$ cat src/rtl/jtag_pkg.sv
// Shared TAP definitions: the 16 IEEE 1149.1 controller states and opcode helpers
// that depend on the instruction register width and chain count.
package jtag_pkg;

    typedef enum logic [3:0] {
        TEST_LOGIC_RESET = 4'h0,
        RUN_TEST_IDLE    = 4'h1,
        SELECT_DR_SCAN   = 4'h2,
        CAPTURE_DR       = 4'h3,
        SHIFT_DR         = 4'h4,
        EXIT1_DR         = 4'h5,
        PAUSE_DR         = 4'h6,
        EXIT2_DR         = 4'h7,
        UPDATE_DR        = 4'h8,
        SELECT_IR_SCAN   = 4'h9,
        CAPTURE_IR       = 4'hA,
        SHIFT_IR         = 4'hB,
        EXIT1_IR         = 4'hC,
        PAUSE_IR         = 4'hD,
        EXIT2_IR         = 4'hE,
        UPDATE_IR        = 4'hF
    } tap_state_t;

    localparam int IDCODE_LEN = 32;

    // Chain opcodes occupy 0..chain_num-1, so IDCODE sits right after them.
    function automatic int op_idcode(input int chain_num);
        return chain_num;
    endfunction

    function automatic int op_bypass(input int ir_width);
        return (1 << ir_width) - 1;
    endfunction

endpackage

$ cat src/rtl/jtag_tap_fsm.sv
// TAP controller state machine: state register plus the standard tms-driven
// next-state table. Also exports the next state so callers can act on entry edges.
module jtag_tap_fsm
    import jtag_pkg::*;
(
    input  logic       clk,
    input  logic       reset_n,
    input  logic       tms_i,
    output tap_state_t state_o,
    output tap_state_t state_next_o
);

    tap_state_t state_q;
    tap_state_t state_d;

    always_ff @(posedge clk or negedge reset_n) begin
        if (!reset_n) begin
            state_q <= TEST_LOGIC_RESET;
        end else begin
            state_q <= state_d;
        end
    end

    always_comb begin
        state_d = state_q;
        case (state_q)
            TEST_LOGIC_RESET: state_d = tms_i ? TEST_LOGIC_RESET : RUN_TEST_IDLE;
            RUN_TEST_IDLE:    state_d = tms_i ? SELECT_DR_SCAN   : RUN_TEST_IDLE;
            SELECT_DR_SCAN:   state_d = tms_i ? SELECT_IR_SCAN   : CAPTURE_DR;
            CAPTURE_DR:       state_d = tms_i ? EXIT1_DR         : SHIFT_DR;
            SHIFT_DR:         state_d = tms_i ? EXIT1_DR         : SHIFT_DR;
            EXIT1_DR:         state_d = tms_i ? UPDATE_DR        : PAUSE_DR;
            PAUSE_DR:         state_d = tms_i ? EXIT2_DR         : PAUSE_DR;
            EXIT2_DR:         state_d = tms_i ? UPDATE_DR        : SHIFT_DR;
            UPDATE_DR:        state_d = tms_i ? SELECT_DR_SCAN   : RUN_TEST_IDLE;
            SELECT_IR_SCAN:   state_d = tms_i ? TEST_LOGIC_RESET : CAPTURE_IR;
            CAPTURE_IR:       state_d = tms_i ? EXIT1_IR         : SHIFT_IR;
            SHIFT_IR:         state_d = tms_i ? EXIT1_IR         : SHIFT_IR;
            EXIT1_IR:         state_d = tms_i ? UPDATE_IR        : PAUSE_IR;
            PAUSE_IR:         state_d = tms_i ? EXIT2_IR         : PAUSE_IR;
            EXIT2_IR:         state_d = tms_i ? UPDATE_IR        : SHIFT_IR;
            UPDATE_IR:        state_d = tms_i ? SELECT_DR_SCAN   : RUN_TEST_IDLE;
            default:          state_d = TEST_LOGIC_RESET;
        endcase
    end

    assign state_o      = state_q;
    assign state_next_o = state_d;

endmodule

$ cat src/rtl/jtag_tap_ctrl.sv
// TAP controller top: instruction register, BYPASS and IDCODE data registers,
// chain selection towards the boundary-scan decoder, and the tdo multiplexer.
module jtag_tap_ctrl
    import jtag_pkg::*;
#(
    parameter int          CHAIN_NUM  = 2,
    parameter int          SEL_WIDTH  = $clog2(CHAIN_NUM),
    parameter int          IR_WIDTH   = 4,
    parameter logic [31:0] IDCODE_VAL = 32'h1000_0001
) (
    input  logic                 clk,
    input  logic                 reset_n,
    input  logic                 tms,
    input  logic                 tdi,
    output logic                 tdo,
    output logic                 tdo_en,
    output logic [SEL_WIDTH-1:0] sel,
    output logic                 chain_sel_valid,
    output logic                 capture_dr,
    output logic                 shift_dr,
    output logic                 update_dr,
    input  logic [CHAIN_NUM-1:0] chain_tdo
);

    localparam logic [IR_WIDTH-1:0] OP_IDCODE   = IR_WIDTH'(op_idcode(CHAIN_NUM));
    localparam logic [IR_WIDTH-1:0] CHAIN_LIMIT = IR_WIDTH'(CHAIN_NUM);
    localparam logic [IR_WIDTH-1:0] IR_CAPTURE  = IR_WIDTH'(2'b01);

    tap_state_t state;
    tap_state_t state_next;

    logic [IR_WIDTH-1:0]   ir_q, ir_d;
    logic [IR_WIDTH-1:0]   ir_shift_q, ir_shift_d;
    logic                  bypass_q, bypass_d;
    logic [IDCODE_LEN-1:0] idcode_sr_q, idcode_sr_d;
    logic [SEL_WIDTH-1:0]  sel_q, sel_d;
    logic                  chain_sel_valid_q, chain_sel_valid_d;
    logic                  tdo_en_q, tdo_en_d;

    logic ir_is_idcode;
    logic ir_is_chain;

    jtag_tap_fsm u_fsm (
        .clk          (clk),
        .reset_n      (reset_n),
        .tms_i        (tms),
        .state_o      (state),
        .state_next_o (state_next)
    );

    assign ir_is_idcode = (ir_q == OP_IDCODE);
    assign ir_is_chain  = (ir_q < CHAIN_LIMIT);

    always_ff @(posedge clk or negedge reset_n) begin
        if (!reset_n) begin
            ir_q              <= OP_IDCODE;
            ir_shift_q        <= '0;
            bypass_q          <= 1'b0;
            idcode_sr_q       <= '0;
            sel_q             <= '0;
            chain_sel_valid_q <= 1'b0;
            tdo_en_q          <= 1'b0;
        end else begin
            ir_q              <= ir_d;
            ir_shift_q        <= ir_shift_d;
            bypass_q          <= bypass_d;
            idcode_sr_q       <= idcode_sr_d;
            sel_q             <= sel_d;
            chain_sel_valid_q <= chain_sel_valid_d;
            tdo_en_q          <= tdo_en_d;
        end
    end

    // Chain mode keys off the registered select; it settles long before CAPTURE_DR.
    always_comb begin
        ir_d        = ir_q;
        ir_shift_d  = ir_shift_q;
        bypass_d    = bypass_q;
        idcode_sr_d = idcode_sr_q;
        case (state)
            CAPTURE_IR: ir_shift_d = IR_CAPTURE;
            SHIFT_IR:   ir_shift_d = {tdi, ir_shift_q[IR_WIDTH-1:1]};
            UPDATE_IR:  ir_d = ir_shift_q;
            CAPTURE_DR: begin
                if (!chain_sel_valid_q) begin
                    if (ir_is_idcode) begin
                        idcode_sr_d = IDCODE_VAL;
                    end else begin
                        bypass_d = 1'b0;
                    end
                end
            end
            SHIFT_DR: begin
                if (!chain_sel_valid_q) begin
                    if (ir_is_idcode) begin
                        idcode_sr_d = {tdi, idcode_sr_q[IDCODE_LEN-1:1]};
                    end else begin
                        bypass_d = tdi;
                    end
                end
            end
            default: ;
        endcase
        if (state_next == TEST_LOGIC_RESET) begin
            ir_d = OP_IDCODE;
        end
    end

    always_comb begin
        chain_sel_valid_d = ir_is_chain;
        sel_d             = ir_is_chain ? ir_q[SEL_WIDTH-1:0] : sel_q;
        tdo_en_d          = (state_next == SHIFT_IR) || (state_next == SHIFT_DR);
    end

    always_comb begin
        tdo = 1'b0;
        if (state == SHIFT_IR) begin
            tdo = ir_shift_q[0];
        end else if (state == SHIFT_DR) begin
            if (chain_sel_valid_q) begin
                tdo = chain_tdo[sel_q];
            end else if (ir_is_idcode) begin
                tdo = idcode_sr_q[0];
            end else begin
                tdo = bypass_q;
            end
        end
    end

    assign tdo_en          = tdo_en_q;
    assign sel             = sel_q;
    assign chain_sel_valid = chain_sel_valid_q;
    assign capture_dr      = (state == CAPTURE_DR) && chain_sel_valid_q;
    assign shift_dr        = (state == SHIFT_DR) && chain_sel_valid_q;
    assign update_dr       = (state == UPDATE_DR) && chain_sel_valid_q;

endmodule

$ cat config.mk
export PLATFORM = sky130hd
export DESIGN_NAME = jtag_tap_ctrl
export DESIGN_NICKNAME = d
export VERILOG_FILES = /design/src/rtl/jtag_pkg.sv /design/src/rtl/jtag_tap_fsm.sv /design/src/rtl/jtag_tap_ctrl.sv
export SDC_FILE = /design/constraint.sdc
export NUM_CORES = 1
export LEC_CHECK = 0
export CAP_MARGIN = 20
export CELL_PAD_IN_SITES_DETAIL_PLACEMENT = 1
export CELL_PAD_IN_SITES_GLOBAL_PLACEMENT = 2
export CORE_ASPECT_RATIO = 1.5
export CORE_MARGIN = 2
export CORE_UTILIZATION = 40
export CTS_CLUSTER_SIZE = 30
export DETAILED_ROUTE_END_ITERATION = 8
export GPL_TIMING_DRIVEN = 0
export PLACE_DENSITY = 0.8
export SLEW_MARGIN = 20
export SYNTH_ARGS = -nofsm -noshare
export SYNTH_HDL_FRONTEND = slang
export SYNTH_SLANG_ARGS = --single-unit
$ cat constraint.sdc
create_clock -name clk -period 2.2 [get_ports clk]
set_clock_uncertainty 0.2 [all_clocks]
set_input_delay 0.44 -clock clk [delete_from_list [all_inputs] [get_ports clk]]
set_output_delay 0.44 -clock clk [all_outputs]
set_load 0.02 [all_outputs]
Yosys cells after proc, flatten, opt, wreduce, memory -nomap -nowiden --
Index checks and enable logic that the tools add are counted.
Storage, ports and cells: bits in registers 48, bits in latches 0, memories 0, output and inout port bits 7, memory bits (writable) 0, logic and storage cells 80, ROM bits 0
Cells by class: bitwise logic cells 0, add/subtract/negate cells 0, divide/modulo/power cells 0, multiplexer cells 32, eq/ne operators 24, order comparisons 2, shifts and indexed selects 0, multiply operators 0, reductions and logical operators 14
Operators by type and width (count):
- 32-bit 2-to-1 mux | 4
- 32-bit one-hot mux with 2 select lines | 1
- 4-bit one-hot mux with 12 select lines | 1
- 4-bit == test, second input constant | 9
- 4-bit 2-to-1 mux | 6
- 4-bit by 3-bit == test with 1-bit output, second input constant | 5
- 1-bit 2-to-1 mux | 13
- 4-bit by 2-bit == test with 1-bit output, second input constant | 3
- 2-bit inequality test, second input constant | 6
- 5-bit AND reduction | 2
- 4-bit logical NOT | 2
- 4-bit one-hot mux with 2 select lines | 1
- 2-bit 2-to-1 mux | 3
- 3-bit 2-to-1 mux | 2
- 2-bit nonzero test | 3
- 4-bit by 1-bit == test with 1-bit output, second input constant | 1
- 4-bit by 2-bit < comparator with 1-bit output, second input constant | 1
- 2-bit OR reduction | 2
- 1-bit logical AND | 3
- 3-bit OR reduction | 1
- 1-bit by 2-bit < comparator with 1-bit output, second input constant | 1
- 1-bit one-hot mux with 2 select lines | 1
- 1-bit logical OR | 1

Depth between registers and ports, before layout --
depth in word-level cells 5, gate-level depth with buffers 7, gate-level depth less buffers 5

Modules after synthesis --
A second synthesis with hierarchy kept.
Unflattened totals: cells, all modules 174, area, all modules 2187.1 um^2
By module, submodules not included:
- jtag_tap_ctrl | instances 1, area each 1873.0 um^2, cells an instance 137, seq. area each 1102.3 um^2
- jtag_tap_fsm | instances 1, area each 314.1 um^2, cells an instance 37, seq. area each 100.1 um^2

Worst setup path before layout --
Ideal clock, no wire load.
path kind reg-to-output, start register ir_q[1], end output port tdo, slack 0.117 ns, required time 1.560 ns, cell stages (with the launch flop) 6, arrival time 1.443 ns, path through dfstp_2 nor4b_1 nor2_1 a222oi_1 or2b_1 nand2_1
Between the ends: word-level cells in the longest chain between the ends 5
RTL lines:
- start: declaration | RTL line jtag_tap_ctrl.sv:32 | logic [IR_WIDTH-1:0] ir_q, ir_d;
- start signal: assignment | RTL line jtag_tap_ctrl.sv:64 | ir_q <= ir_d;
- 4-bit by 2-bit == test with 1-bit output | RTL line jtag_tap_ctrl.sv:51 | assign ir_is_idcode = (ir_q == OP_IDCODE);
- 1-bit 2-to-1 mux | RTL line jtag_tap_ctrl.sv:122 | end else if (ir_is_idcode) begin
- 1-bit 2-to-1 mux | RTL line jtag_tap_ctrl.sv:120 | if (chain_sel_valid_q) begin
- 1-bit 2-to-1 mux | RTL line jtag_tap_ctrl.sv:119 | end else if (state == SHIFT_DR) begin
- 1-bit 2-to-1 mux | RTL line jtag_tap_ctrl.sv:117 | if (state == SHIFT_IR) begin
- end: declaration | RTL line jtag_tap_ctrl.sv:15 | output logic tdo,
No other way between the ends.

Worst setup path after layout --
start register ir_q[2], end output port tdo
Same word-level chain as after synthesis.

==> metrics.txt <==
status=finished, violations left; failing checks=setup timing; width of the die=63.2 um; Crit. End Element=output port; cell taking the most area after synthesis=dfrtp_1; RR Endpoint=bypass_q; Worst-Margin Slew=0.592 ns; Ant. Diodes=0; vias in the first global route=1705; ys async rst share=1.00; WL/cell=17.8 um; fmax=396 MHz; initial drt markers=47; Arr. time, crit path=1.89 ns; Worst-path clk slew=0.09 ns; most frequent cells in the layout=dfrtp_1 (45), a22o_1 (30), buf_6 (13); initial antenna violation count=0; Avg Inst Size Synth=12.0 um^2; maximum vdd drop=0.389 mV; post-layout total power=3390 uW; EDFF count, synth=0; Port Buf Inserts=11; synthesized area=0.00210 mm^2; Worst R2R Path Depth=9; Clock Sinks=48; CP Launch Type=register; CP Buf/Inv Count=1; final WL=4.89 mm; fin. max-slew vios=0; RR Startpoint=ir_q[2]; CTS Buf Count=5; sequential element share of the synthesized area=0.572; Core ar.=0.00512 mm^2; total die area=0.00586 mm^2; Ports=13; syn_nets=181; slowest CP cell=dfrtp_1; Final Hold Fails=0; Total GRT Usage=0.183; largest net degree at the start of global routing=26; htree depth=2; Ys Warns=0; unrepaired setup endpoints after global routing=true; CP top delay family=simple AND/OR/NAND/NOR gates; CP Cell Sequence=nor4b_4 -> nor2_2 -> a222oi_1 -> or2b_1 -> nand2_2 -> buf_6; R2R Setup Slk=0.07 ns; setup ws final=-0.325 ns; chip height=92.8 um; CTS tree=yes; CP peak stage delay=0.44 ns; CTS root buf=clkbuf_8; count of state elements after synthesis=48; grt total ovfl=0; Req. time, crit path=1.56 ns; crit path kind=register to output port; Synth cell types=40; Post-DP HPWL=3.23 mm; Hold Crit Depth=2; final setup fails=1; global-route wire length before repair=8.25 mm; vias per inst=5.51; most common cell after layout, fill and taps aside=dfrtp_1; Tmin final=2.53 ns; clock latency on the worst-skew pair=0.31 ns; RePlAce Congestion=0.814; DP Worst Slack=-0.699 ns; Post-DRT Antenna Nets=0; Hold Crit Start=tms; Leak=0.00122 uW; HP Class=input port to register; crit path max fanout=3; Layout Nets=212; Fill cells=569; final clock period utilization by the worst path=1.15; slew margin rel.=0.605; clk buf depth=2; Initial Util=0.410; 1st-pass router iterations=4; fin util=0.505; Synth area leaders=dfrtp_1 (56%), a22o_1 (13%), buf_6 (2.7%); FP Rows=32; area delta synth->final=23.1%; PD cells=1310 mW/mm^2; top-area cell type share of the netlist area=0.560; DRC Markers=0; via count=1516; Primary FF master, synth=dfrtp_1; Mapped Cells=175; Worst Hold End=u_fsm.state_o[0]; layout cells sized above 1=0.271; total of max-cap violations=0
[layout make-up]
class	instances	area (um^2)	area share
flip-flops and latches	48	1200	0.466
multi-input cells	108	817	0.316
repair buffers	24	243	0.0938
plain buffers	14	121	0.0469
well taps	68	85.1	0.0329
clock buffers	6	82.6	0.0319
inverters	5	18.8	0.00725
clock inverters	2	15.0	0.00580
[worst register-to-register path, cell delays in order (launching register included)]
cell	delay (ns)
dfrtp_1	0.44
nor4b_4	0.37
nor2_2	0.08
buf_4	0.14
buf_6	0.11
buf_6	0.10
buf_6	0.10
buf_6	0.10
buf_6	0.10
a32o_2	0.26
[what timing repair did]
action / CTS / global route
pin swaps: 4 / 3
hold buffers: 1 / 0
endpoints found under the setup margin: 5 / 4
gates resized for setup: 30 / 9
hold endpoints to repair: 22 / 0
buffers inserted: 13 / 1
[worst max-delay path by stage]
stage                       start          endpoint  slack (ns)  depth (start not counted)
final                     ir_q[2]               tdo       -0.33                          6
after global routing      ir_q[1]               tdo       -0.44                          6
after CTS                 ir_q[1]               tdo       -0.29                          6
after detailed placement  ir_q[1]               tdo       -0.70                          6
after global placement    reset_n  u_fsm.state_o[0]       -0.69                          1
after floorplan           ir_q[1]               tdo        0.12                          5
[cells by family after synthesis]
kind of cell | synth area share
AOI/OAI and AO/OA | 0.213
muxes | 0.0345
and+or+nand+nor | 0.116
buffers and inverters | 0.0607
xor gates and xnor gates | 0.00417
DFF | 0.572
[registers in the layout (all words and copies together) (netlist names)]
signal           flops
idcode_sr_q         32
ir_q                 4
ir_shift_q           4
u_fsm.state_o        4
bypass_q             1
chain_sel_valid      1
sel                  1
tdo_en               1
[cell usage after synthesis, drive strengths merged, types with 2 or more instances]
cell type	instances
a21oi	8
or2b	2
mux2	2
a22o	30
inv	5
mux2i	5
nand2b	2
nand3b	2
nand4	2
dfrtp	47
nand3	3
nor2	7
and2	2
nand2	12
a211oi	4
buf	14
nor3	2
o21ai	7
nor2b	4
[routing by layer]
layer / routed length (um) / global-route usage
met1: 1870 / 0.192
met2: 2680 / 0.338
met3: 146 / 0.0377
met4: 194 / 0.101
met5: 0 / 0
[where the power goes]
group	internal [uW]	switching (uW)	total (uW)	leakage [uW]
logic	800	808	1610	0.000536
registers	1070	165	1240	0.000644
clock network	254	294	548	0.0000434
[stage by stage]
step | hold slack, ns | cell area, um^2 | setup TNS (ns) | instances
floorplan | -0.0556 | 2100 | 0 | 175
global placement | 0.263 | 2300 | -33.64 | 254
detailed placement | 0.267 | 2320 | -1.05 | 255
CTS | 0.278 | 2580 | -0.373 | 277
global route | 0.298 | 2590 | -0.445 | 275
finish | 0.289 | 2590 | -0.325 | 275
Power figures use the tool's default switching activity.
